### config.mk
export PLATFORM = sky130hd
export DESIGN_NAME = init_reset_sequencer
export DESIGN_NICKNAME = d
export VERILOG_FILES = /design/src/rtl/init_reset_sequencer.sv
export SDC_FILE = /design/constraint.sdc
export NUM_CORES = 1
export LEC_CHECK = 0
export ABC_CLOCK_PERIOD_IN_PS = 1940
export CAP_MARGIN = 40
export CORE_ASPECT_RATIO = 1.5
export CORE_MARGIN = 3
export CORE_UTILIZATION = 58
export DETAILED_ROUTE_END_ITERATION = 10
export GPL_TIMING_DRIVEN = 0
export PLACE_DENSITY = 0.88
export SYNTH_ARGS = -nofsm -noshare
export SYNTH_HDL_FRONTEND = slang
export SYNTH_SLANG_ARGS = --single-unit
### constraint.sdc
create_clock -name CLK -period 1.94 [get_ports CLK]
set_input_delay 0.388 -clock CLK [delete_from_list [all_inputs] [get_ports CLK]]
set_output_delay 0.388 -clock CLK [all_outputs]
set_load 0.01 [all_outputs]
### src/rtl/init_reset_sequencer.sv
// -----------------------------------------------------------------------------
// init_reset_sequencer
//
// Turns the PolarFire init-monitor status into an ordered set of fabric reset
// releases. The four readiness inputs and the external push-button are
// synchronised. Combined readiness must hold for LOCK_FILTER cycles before
// sequencing starts. The NUM_STAGES reset domains are then released one by
// one, STAGE_DELAY cycles apart. If readiness drops or the button is pressed,
// all domains go back into reset together. INIT_TIMEOUT flags a device that
// never became ready.
//
// Ports
//   CLK                  in   system clock
//   RESET                in   asynchronous, active-high reset
//   FABRIC_POR_N         in   init monitor POR, active-low (async)
//   DEVICE_INIT_DONE     in   device init complete (async)
//   BANK_1_CALIB_STATUS  in   bank 1 I/O calibration complete (async)
//   PLL_LOCK             in   fabric PLL lock (async)
//   EXT_RST_N            in   external push-button reset, active-low (async)
//   STAGE_RESET_N        out  per-domain reset, active-low, bit 0 released first
//   INIT_SEQ_DONE        out  all stages released
//   INIT_TIMEOUT         out  sticky: readiness not reached in TIMEOUT_CYCLES
//   SEQ_STATE            out  current FSM state (debug)
// -----------------------------------------------------------------------------
module init_reset_sequencer #(
   parameter int NUM_STAGES     = 3,
   parameter int STAGE_DELAY    = 16,
   parameter int LOCK_FILTER    = 8,
   parameter int TIMEOUT_CYCLES = 1048576
) (
   input  logic                  CLK,
   input  logic                  RESET,
   input  logic                  FABRIC_POR_N,
   input  logic                  DEVICE_INIT_DONE,
   input  logic                  BANK_1_CALIB_STATUS,
   input  logic                  PLL_LOCK,
   input  logic                  EXT_RST_N,
   output logic [NUM_STAGES-1:0] STAGE_RESET_N,
   output logic                  INIT_SEQ_DONE,
   output logic                  INIT_TIMEOUT,
   output logic [2:0]            SEQ_STATE
);

   localparam int TMO_W = (TIMEOUT_CYCLES > 1) ? $clog2(TIMEOUT_CYCLES) : 1;
   localparam int FLT_W = (LOCK_FILTER > 1) ? $clog2(LOCK_FILTER) : 1;
   localparam int DLY_W = (STAGE_DELAY > 1) ? $clog2(STAGE_DELAY) : 1;
   localparam int IDX_W = $clog2(NUM_STAGES + 1);

   localparam logic [TMO_W-1:0] TMO_LAST = TMO_W'(TIMEOUT_CYCLES - 1);
   localparam logic [FLT_W-1:0] FLT_LAST = FLT_W'(LOCK_FILTER - 1);
   localparam logic [DLY_W-1:0] DLY_LAST = DLY_W'(STAGE_DELAY - 1);
   localparam logic [IDX_W-1:0] IDX_LAST = IDX_W'(NUM_STAGES - 1);

   typedef enum logic [2:0] {
      ST_WAIT_INIT = 3'd1,
      ST_FILTER    = 3'd2,
      ST_RELEASE   = 3'd3,
      ST_RUN       = 3'd4,
      ST_TIMEOUT   = 3'd5
   } state_t;

   // Synchroniser bit order: {por_n, dev_init, calib, lock, ext_rst_n}.
   // Reset to 0 so that HOLD is active while the chain refills after reset.
   logic [4:0] sync1_q, sync2_q;
   logic       ready, hold, go, abort;

   state_t                  state_q, state_d;
   logic [TMO_W-1:0]        tmo_cnt_q, tmo_cnt_d;
   logic [FLT_W-1:0]        filt_cnt_q, filt_cnt_d;
   logic [DLY_W-1:0]        dly_cnt_q, dly_cnt_d;
   logic [IDX_W-1:0]        idx_q, idx_d;
   logic [NUM_STAGES-1:0]   stage_q, stage_d;
   logic                    done_q, done_d;
   logic                    timeout_q, timeout_d;

   always_ff @(posedge CLK or posedge RESET) begin
      if (RESET) begin
         sync1_q <= '0;
         sync2_q <= '0;
      end else begin
         sync1_q <= {FABRIC_POR_N, DEVICE_INIT_DONE, BANK_1_CALIB_STATUS, PLL_LOCK, EXT_RST_N};
         sync2_q <= sync1_q;
      end
   end

   assign ready = &sync2_q[4:1];
   assign hold  = ~sync2_q[0];
   assign go    = ready & ~hold;
   // Loss of readiness while sequencing or running puts every domain back in reset.
   assign abort = ~go & ((state_q == ST_FILTER) | (state_q == ST_RELEASE) | (state_q == ST_RUN));

   always_comb begin
      state_d    = state_q;
      tmo_cnt_d  = '0;          // timeout counter only runs in WAIT_INIT
      filt_cnt_d = filt_cnt_q;
      dly_cnt_d  = dly_cnt_q;
      idx_d      = idx_q;
      stage_d    = stage_q;
      done_d     = done_q;
      timeout_d  = timeout_q;

      case (state_q)
         ST_WAIT_INIT: begin
            if (hold) begin
               tmo_cnt_d = '0;
            end else if (ready) begin
               state_d    = ST_FILTER;
               filt_cnt_d = '0;
            end else if (tmo_cnt_q == TMO_LAST) begin
               state_d   = ST_TIMEOUT;
               timeout_d = 1'b1;
            end else if (tmo_cnt_q != '1) begin
               tmo_cnt_d = tmo_cnt_q + TMO_W'(1);
            end else begin
               tmo_cnt_d = tmo_cnt_q;
            end
         end
         ST_FILTER: begin
            if (filt_cnt_q == FLT_LAST) begin
               state_d   = ST_RELEASE;
               idx_d     = '0;
               dly_cnt_d = '0;
            end else begin
               filt_cnt_d = filt_cnt_q + FLT_W'(1);
            end
         end
         ST_RELEASE: begin
            if (dly_cnt_q == DLY_LAST) begin
               for (int k = 0; k < NUM_STAGES; k++) begin
                  if (idx_q == IDX_W'(k)) stage_d[k] = 1'b1;
               end
               dly_cnt_d = '0;
               idx_d     = idx_q + IDX_W'(1);
               if (idx_q == IDX_LAST) begin
                  state_d = ST_RUN;
                  done_d  = 1'b1;
               end
            end else begin
               dly_cnt_d = dly_cnt_q + DLY_W'(1);
            end
         end
         ST_RUN: begin
         end
         ST_TIMEOUT: begin
            if (go) begin
               state_d    = ST_FILTER;
               filt_cnt_d = '0;
            end
         end
         default: begin
            state_d = ST_WAIT_INIT;
         end
      endcase

      // Overrides any terminal count reached on the same edge.
      if (abort) begin
         state_d    = ST_WAIT_INIT;
         tmo_cnt_d  = '0;
         filt_cnt_d = '0;
         dly_cnt_d  = '0;
         idx_d      = '0;
         stage_d    = '0;
         done_d     = 1'b0;
      end
   end

   always_ff @(posedge CLK or posedge RESET) begin
      if (RESET) begin
         state_q    <= ST_WAIT_INIT;
         tmo_cnt_q  <= '0;
         filt_cnt_q <= '0;
         dly_cnt_q  <= '0;
         idx_q      <= '0;
         stage_q    <= '0;
         done_q     <= 1'b0;
         timeout_q  <= 1'b0;
      end else begin
         state_q    <= state_d;
         tmo_cnt_q  <= tmo_cnt_d;
         filt_cnt_q <= filt_cnt_d;
         dly_cnt_q  <= dly_cnt_d;
         idx_q      <= idx_d;
         stage_q    <= stage_d;
         done_q     <= done_d;
         timeout_q  <= timeout_d;
      end
   end

   assign STAGE_RESET_N = stage_q;
   assign INIT_SEQ_DONE = done_q;
   assign INIT_TIMEOUT  = timeout_q;
   assign SEQ_STATE     = state_q;

endmodule
# After elaboration in Yosys (flattened, before gate mapping)
# Cells that the tools add are included.
# word_totals
input_bits	7
wordCells	98
register_bits	47
output_inout_bits	8
# op_classes
reduce_logical	17
muxes	38
add_sub_neg	4
n_eq_ne	21
n_bitwise	6
# ops
op	n
20-bit two-way mux	6
3-bit two-way mux	16
20-bit by 1-bit adder with 20-bit output, second input constant	1
20-bit == test, second input constant	1
20-bit != test, second input constant	1
3-bit one-hot mux with 5 select lines	1
4-bit two-way mux	3
3-bit != test, second input constant	4
3-bit AND reduction	4
2-bit nonzero test	5
3-bit == test, second input constant	3
3-bit by 2-bit != test with 1-bit output, second input constant	3
3-bit one-hot mux with 3 select lines	1
4-bit one-hot mux with 2 select lines	1
4-bit AND reduction	2
7-bit AND reduction	1
3-bit by 2-bit == test with 1-bit output, second input constant	2
1-bit two-way mux	6
2-bit two-way mux	3
6-bit != test, second input constant	1
5-bit AND reduction	1
4-bit by 1-bit adder with 4-bit output, second input constant	1
4-bit == test, second input constant	1
4-bit != test, second input constant	1
14 further kinds	17

# Depth between registers and ports, before layout
# logic_depth
word_depth	7
depth_mapped	6
ltp_nobuf	6

# Least setup slack after synthesis
# Ideal clock, no wire load.
# synth_timing
kind	register to register
startpoint	register tmo_cnt_q[2]
endpoint	register tmo_cnt_q[15]
period_less_slack_ns	1.718
t_arrival_ns	1.641
setup_ns	0.078
setup_slack_ns	0.222
path_stages_with_launch	6
required_ns	1.862
n_path_buf	1
cell_sequence	dfrtp_1 > nand3_2 > or4_1 > buf_2 > or3_1 > a21oi_1
# synth_between
elab_chain_len	7
word_cells_on_any_way	10
cone_classes	1 x add/sub; 3 x eq/ne; 6 x mux
# synth_rtl
element	line_no	source
start, declared	68	logic [TMO_W-1:0] tmo_cnt_q, tmo_cnt_d;
start signal, assigned	179	tmo_cnt_q <= tmo_cnt_d;
20-bit by 1-bit adder with 20-bit output	113	tmo_cnt_d = tmo_cnt_q + TMO_W'(1);
20-bit two-way mux	112	end else if (tmo_cnt_q != '1) begin
20-bit two-way mux	109	end else if (tmo_cnt_q == TMO_LAST) begin
20-bit two-way mux	106	end else if (ready) begin
20-bit two-way mux	104	if (hold) begin
20-bit two-way mux	102	case (state_q)
20-bit two-way mux	156	if (abort) begin
# Several ways; a longest one is shown, not always the timed one. The select of a mux whose other input is x is not followed.
# A chain may end at the register's enable or synchronous reset.

# Worst setup path after layout
# layout_timing
startpoint	register tmo_cnt_q[3]
endpoint	register tmo_cnt_q[17]
# Same word-level chain as after synthesis.

==> flow_summary.toml <==
[floorplanning]
fp.dieW_um = 56.5
io_pins = 15
die_y_um = 81.8
start_util_pct = 62.6
die_area_um2 = 4620
core_um2 = 3550
rows = 26

[power]
power_w = 0.00168
ir_drop_v = 0.000745
cellPowerDensity_nw_per_um2 = 649
p_leak_nw = 1.08

[finish]
nets = 256
drive_above_1_share_pct = 15.2
most-common-layout-cells = "dfrtp_1 (42), nor2_1 (24), clkdlybuf4s50_1 (14), nand3_1 (12), o21ai_0 (11)"
area_growth_pct = 16.9
antennaDiodeCount = 0
fillers = 249
final_common_cell = "dfrtp_1"

[timing]
setup_viol = 0
hold_slack_ns = 0.354
period_share_pct = 95.7
relSlewSlack_pct = 71.8
fmaxAchievable_mhz = 539
tightestPinTransition_ns = 0.419
hold_violations = 0
slew_violations = 0
fin_worst_skew_ns = 0.00423
finalSetupTns_ns = 0
min_period_ns = 1.86

[clocking]
cts_made_buffers = 5
cts_tree = "done"
cts-root-buf = "clkbuf_8"
clock_sinks = 46
clk_pin_slew_ns = 0.08
cts_max_level = 2
insertion_delay_ns = 0.30
cts_buffer_depth = 2

[worst_setup_path]
critPathLaunchType = "flip-flop"
path_max_fanout = 7
crit_arrival_ns = 2.09
crit_slowest_cell = "or4_1"
path_class = "flip-flop to flip-flop"
crit_buf_inv = 1
cp-end-kind = "flip-flop"
critPathRequiredTime_ns = 2.17
cp_top_family = "simple AND/OR/NAND/NOR gates"
crit_path_cell_trace = "nand3_2, or4_1, buf_2, or3_1, a21oi_1"
critPathMaxStageDelay_ns = 0.54

[synthesis]
yosys_warnings = 0
synthArstFlopShare_pct = 100
syn_inst = 217
ys_ff_latch = 46
synthDistinctLibCells = 48
yosys_most_used_dff = "dfrtp_1"
syn_avg_cell_area_um2 = 10.2
postSynthNetCount = 231
syn_area_um2 = 2220
synth_edf_count = 0
seq_area_frac_synth_pct = 51.9

[detailed_routing]
via_count = 1687
post_drt_via_cell_ratio = 5.92
antenna_left = 0
wl_um = 4190
wl_per_cell_um = 14.7
first_iter_violations = 63
drc = 0
drt-pass1-iter-count = 4

[grt]
grt_pass1_wl_um = 7250
grt_max_degree = 32
gr-total-overflow = 0
grt_pass1_vias = 1657
antenna_found_initial = 0
grt_usage_pct = 20.2

[status]
status = "completed"

[placed_design]
hpwl_um = 2950
io_buffers = 14
gp_congestion = 0.807

[flow_run]
max_cap_viol_count = 0

[hold_path]
hp-class = "flip-flop to flip-flop"
-- final timing paths --
path                         startpoint            end  slack [ns]  depth (start not counted)
max reg2reg                tmo_cnt_q[3]  tmo_cnt_q[17]        0.08                          5
min in group asynchronous         RESET     sync2_q[4]        0.37                          2
max in group asynchronous         RESET   tmo_cnt_q[5]        1.10                          3
max                        tmo_cnt_q[3]  tmo_cnt_q[17]        0.08                          5
min reg2reg                  sync1_q[2]     sync2_q[2]        0.35                          0
min                          sync1_q[2]     sync2_q[2]        0.35                          0
-- logic make-up after synthesis --
family,after synthesis,synth area share [%]
buffers and inverters,16,2.99
AOI/OAI and AO/OA,35,10.3
xor gates and xnor gates,14,5.52
and+or+nand+nor,93,22.5
DFF,46,51.9
adders and majority gates,7,3.95
muxes,6,2.82
-- flip-flops by register name, indices dropped and copies added (netlist names) --
signal,count
idx_q,2
SEQ_STATE,3
INIT_TIMEOUT,1
tmo_cnt_q,20
filt_cnt_q,3
sync2_q,5
dly_cnt_q,4
sync1_q,5
STAGE_RESET_N,3
-- power breakdown --
group          leakage (nW)  switching (W)  internal [W]
Sequential            0.609      0.0000139      0.000976
Combinational         0.423      0.0000520     0.0000345
Clock                0.0472       0.000322      0.000286
-- metrics by stage --
stage          setup slack [ns]  instance area [um2]  cells  util (%)
6_report                 0.0833                 2590    285      73.1
2_1_floorplan             0.222                 2220    217         -
3_3_place_gp             -0.369                 2410    273      68.0
3_5_place_dp             -0.277                 2430    274      68.6
4_1_cts                  0.0188                 2540    283      71.7
5_1_grt                 -0.0111                 2590    285      73.1
-- routing by layer --
metal / part of all wire [%] / up-vias / global-route usage [%]
met5: 0 / - / 0
li1: - / 826 / -
met2: 52 / 39 / 35.8
met4: 1.8 / 0 / 7.13
met3: 4.0 / 9 / 4.56
met1: 42 / 813 / 23.9
-- what timing repair did --
item	in CTS	in global routing
resized for setup	2	11
buffers inserted	1	2
hold buffers	0	0
cloned	0	0
pin swaps	1	1
endpoints found under the setup margin	10	16
-- final cells by class --
type                       count  area, um2  share of cell area, %
buffer                         5       27.5                   1.06
clock buffer                   6       82.6                   3.18
clock inverter                 2       12.5                  0.482
inverter                      11       41.3                   1.59
multi-input combinational    155       1040                   40.0
sequential                    46       1160                   44.6
tap                           42       52.6                   2.03
timing repair buffer          18        183                   7.04
-- synthesized netlist by cell type, types with 2 or more instances --
master	instances	share of area, %
a21oi_1	7	1.6
nand2b_1	5	1.4
ha_1	7	3.9
o21a_1	2	0.68
nand4_1	7	2.0
clkbuf_1	2	0.34
and3_1	3	0.85
nand2_1	9	1.5
nor4_1	5	1.4
dfrtp_1	45	51
mux2i_1	4	1.8
inv_1	11	1.9
nor3_1	3	0.68
nand3_1	14	3.2
nor2_1	25	4.2
xor2_1	7	2.8
xnor2_1	7	2.8
o21ai_0	11	2.5
nor2b_1	4	1.1
buf_2	2	0.45
mux2_2	2	1.0
and2_1	4	1.1
or3_1	3	0.85
o22ai_1	3	0.85
o41ai_1	2	0.79
No activity file was read; power rests on OpenSTA's default activity.
==> patch 1 (same settings) <==
Register the output `INIT_TIMEOUT` once more, with the module's reset; this adds one clock of latency there. The other outputs are not delayed to match. Comments in the files are not updated.
--- a/src/rtl/init_reset_sequencer.sv
+++ b/src/rtl/init_reset_sequencer.sv
@@ -190,3 +190,9 @@
    assign INIT_SEQ_DONE = done_q;
-   assign INIT_TIMEOUT  = timeout_q;
+   always_ff @(posedge CLK or posedge RESET) begin
+      if (RESET) begin
+         INIT_TIMEOUT <= '0;
+      end else begin
+         INIT_TIMEOUT <= timeout_q;
+      end
+   end
    assign SEQ_STATE     = state_q;
Function: same outputs for any inputs over 10 cycles, from zero or initial values and one cycle with RESET high; that may be too few to reach the edited logic, so the function may still have changed.
==> patch 1 against the unedited design <==
  * Design area down 1.2%
  * Non-clock buffer count up 2
  * Routed wire length down 5.8%
  * Count of clock-buffer cells in the layout down 1
  * Final cell count down 2.1%
  * Synthesized area down 1.6%
  * Maximum frequency up 1.2%
  * Clock skew up 0.0019 ns
  * Global-route usage about the same
  * Worst setup slack better by 0.022 ns
  * Synthesized cell count down 2.8%
  * Sequential cell count up 1
  * Sequential share of layout area up 1.4 points
  * Critical endpoint is now dly_cnt_q[3]
Power is not compared: it rests on default switching activity, and its combinational part moved more than twofold at a synthesized area within 25%.
==> patch 1: results (changes against the unedited design) <==
Resized cells post-CTS=1 (-1); Synth top cells by count=dfrtp_1 (46), nor2_1 (34), nand2_1 (16); RePlAce Congestion=0.812 (+0.62%); Layout clock buffers=5 (-1); Worst EP arrival=2.06 ns (-0.03 ns); CP peak stage delay=0.49 ns (-0.05 ns); Synth area leaders=dfrtp_1 (53%), nor2_1 (5.8%), xor2_1 (4.4%), ha_1 (4.0%), nand3_1 (3.4%); fraction of area in registers=45.9% (+1.4 points); slowest cell on the critical path=dfrtp_1; bufs w/o clock=25 (+8.7%); postcts setup bufs=0 (-1); Worst Path Max Fanout=9 (+2); per-cell routed wire length=14.1 um (-3.8%); Seq/Total Area, Yosys=53.9% (+2.0 points); unique cell type count in the Yosys netlist=40 (-17%); Post-Synthesis Cells=211 (-2.8%); # nets final=250 (-2.3%); Longest Clk Path Bufs=2 (unchanged); vias per inst=5.69 (-3.8%); maximum number of pins on one net before global-route repair=35 (+9.4%); all-layer global routing usage=20.2% (+0.036 points); dpl cells=268 (-2.2%); Clock Pin Slew Worst Setup and Hold Paths=0.09 ns; min-delay worst type=in2async; GR Layer Usage met1=20.9% (-3.0 points); Data buffer area share=8.89% (+0.78 points); Clock buf/inv share=4.54% (+0.87 points); worst slew pin tran=0.498 ns (+0.0789 ns); Place WS=0.00351 ns (+0.280 ns); M2 GR Usage=38.1% (+2.3 points); ratio of cells with drive above 1 in the final layout=13.5% (-1.7 points); #MultiIn Comb=148 (-4.5%); Non-clock inverters=9 (-2); DR iter-0 viols=45 (-29%); Sinks on Clock Net=47 (+2.2%); total chip power=between 2000 and 2500 uW; status=finished, final reports clean; # fillers=260 (+4.4%); Non-Filler Instances=279 (-2.1%); global-route wire length before repair=7040 um (-2.9%); syn nets=225 (-2.6%)
[patch 1: per-stage QoR]
stage	TNS, ns	hold WS [ns]	area (sq um)
floorplan	0	0.331	2180
global placement	-18.13	0.332	2380
detailed placement	0	0.335	2400
CTS	0	0.334	2520
global route	-0.0123	0.351	2560
finish	0	0.339	2560
[patch 1: worst paths after layout]
| kind | from | endpoint | slack [ns] | depth (start not counted) |
|---|---|---|---|---|
| max | SEQ_STATE[1] | dly_cnt_q[3] | 0.10 | 5 |
| min | RESET | tmo_cnt_q[1] | 0.34 | 2 |
| min in group CLK | sync1_q[2] | sync2_q[2] | 0.35 | 0 |
| max in group asynchronous | RESET | SEQ_STATE[0] | 1.08 | 3 |
| max reg2reg | SEQ_STATE[1] | dly_cnt_q[3] | 0.10 | 5 |
| min reg2reg | sync1_q[2] | sync2_q[2] | 0.35 | 0 |
[patch 1: worst max-delay path, delay by kind of cell (launching register included)]
kind	cells	cell delay [ns]
DFF	1	0.49
and+or+nand+nor	3	0.87
AOI/OAI and AO/OA	2	0.39
[patch 1: cells by family (layout without fill, tap and decap cells)]
| logic type | Yosys count | in the layout | synth area share [%] |
|---|---|---|---|
| and+or+nand+nor | 92 | 92 | 20.6 |
| DFF | 47 | 47 | 53.9 |
| AOI/OAI and AO/OA | 26 | 26 | 8.37 |
| xor gates and xnor gates | 17 | 17 | 6.82 |
| buffers and inverters | 16 | 42 | 3.32 |
| adders and majority gates | 7 | 7 | 4.01 |
| muxes | 6 | 6 | 2.92 |
[patch 1: per-layer routing]
layer | up-vias | part of all wire (%)
met3 | 9 | 2.8
met4 | 0 | 2.8
li1 | 772 | -
met5 | - | 0
met1 | 778 | 39
met2 | 29 | 56
==> patch 2 (config.mk and constraints unchanged) <==
Made on the original files. Set the parameter `TIMEOUT_CYCLES` to 524288 (it was 1048576).
--- a/src/rtl/init_reset_sequencer.sv
+++ b/src/rtl/init_reset_sequencer.sv
@@ -28,3 +28,3 @@
    parameter int LOCK_FILTER    = 8,
-   parameter int TIMEOUT_CYCLES = 1048576
+   parameter int TIMEOUT_CYCLES = 524288
 ) (
Formal check against the unedited RTL: no difference found for any inputs over 10 cycles, from zero or initial values and one cycle with RESET high; that may be too few to reach the edited logic, so the function may still have changed.
==> patch 2 against the unedited design <==
  * Maximum frequency shrank 0.26%
  * Synthesized area shrank 4.9%
  * Routed wire length shrank 4.4%
  * Clock power grew 3.9%
  * Design area shrank 5.3%
  * Clock skew grew 0.0019 ns
  * Worst setup slack lost 0.0049 ns
  * First-iteration DRC count shrank 49%
  * Sequential cell count shrank 1
  * Critical path depth grew 1
  * Via count shrank 12%
  * Synthesized cell count shrank 11%
  * Total power shrank 0.14%
==> patch 2: results (changes against the unedited design) <==
relative slew slack=75.4% (+3.6 points); status=finished, final reports clean; # nets final=231 (-9.8%); unique cell type count in the Yosys netlist=40 (-17%); DR vias=1,481 (-12%); Worst Path Max Fanout=10 (+3); Synth area leaders=dfrtp_1 (52%), nor2_1 (5.9%), xor2_1 (5.0%), ha_1 (4.1%), nand3_1 (3.1%); maximum number of pins on one net before global-route repair=31 (-3.1%); path depth of the worst reg2reg path=6 (+1); Seq/Total Area, Yosys=53.4% (+1.5 points); Detailed Place HPWL=2830 um (-4.3%); clock skew=0.00608 ns (+0.00185 ns); Leak=0.00116 uW (+7.3%); syn nets=207 (-10%); per-cell routed wire length=15.4 um (+4.8%); registers with the most flip-flops=tmo_cnt_q x19, sync1_q x5, sync2_q x5; DR iter-0 viols=32 (-49%); Critical Path End=tmo_cnt_q[6]; slowest cell on the critical path=dfstp_2; all-layer global routing usage=20.2% (about the same); Net Sw Frac=22.0% (-1.0 points); vias in the first global route=1,621 (-2.2%); global-route wire length before repair=7040 um (-2.9%); RePlAce Congestion=0.775 (-3.9%); ratio of cells with drive above 1 in the final layout=15.6% (+0.37 points); Critical Path Source=SEQ_STATE[0]
[patch 2: cell families after synthesis]
| kind of cell | count (synthesis) | synth area share (%) |
|---|---|---|
| compound gates | 20 | 6.76 |
| xor+xnor | 17 | 7.05 |
| fa+ha+maj | 7 | 4.15 |
| buf+inv | 12 | 3.73 |
| flops | 45 | 53.4 |
| mux | 5 | 2.55 |
| simple gates | 87 | 22.3 |
[patch 2: layout make-up]
class / instances / area (sq um)
flip-flops and latches: 45 / 1130
plain buffers: 6 / 56.3
fillers: 258 / 992
clock buffers: 7 / 96.3
repair buffers: 17 / 175
multi-input cells: 136 / 920
well taps: 42 / 52.6
inverters: 6 / 22.5
clock inverters: 1 / 5.00
[patch 2: through the flow]
stage | setup WS (ns) | std cells | utilization [%] | instance area [sq um]
CTS | 0.00473 | 258 | 70.3 | 2420
global placement | -0.312 | 249 | 66.8 | 2300
global route | -0.0321 | 260 | 71.2 | 2460
detailed placement | 0.0330 | 250 | 67.4 | 2320
floorplan | 0.192 | 193 | - | 2110
finish | 0.0784 | 260 | 71.2 | 2460
[patch 2: critical path: cells and delay by family, from the launching register on]
kind,cells,cell delay [ns]
AND/OR/NAND/NOR,4,0.88
flip-flops,1,0.55
buffers and inverters,2,0.36
[patch 2: metal layers]
metal	vias to the layer above	routed length [um]	global-route usage, %	share of wire [%]
met5	-	0	0	0
met4	0	133	10.7	3.3
met3	15	123	4.37	3.1
met2	33	2180	37.8	54
met1	731	1580	20.5	39
li1	702	-	-	-
[patch 2: worst min path at each step]
stage / from / endpoint / slack, ns / depth (start not counted)
final: sync1_q[1] / sync2_q[1] / 0.35 / 0
after global routing: sync1_q[1] / sync2_q[1] / 0.36 / 0
after detailed placement: sync1_q[1] / sync2_q[1] / 0.34 / 0
after CTS: sync1_q[1] / sync2_q[1] / 0.35 / 0
after global placement: sync1_q[3] / sync2_q[3] / 0.33 / 0
after floorplan: sync1_q[0] / sync2_q[0] / 0.33 / 0
[patch 2: repair_timing]
action / CTS / global route
buffers inserted: 0 / 2
hold endpoints to repair: 0 / 0
resized for setup: 0 / 5
setup endpoints to repair: 0 / 14
[patch 2: power groups by stage]
stage,logic (uW),clock network [uW],registers (uW)
global placement,74.4,0,983
floorplan,50.1,0,981
global route,92.6,680,969
detailed placement,82.6,0,984
CTS,83.0,645,966
finish,82.9,633,967
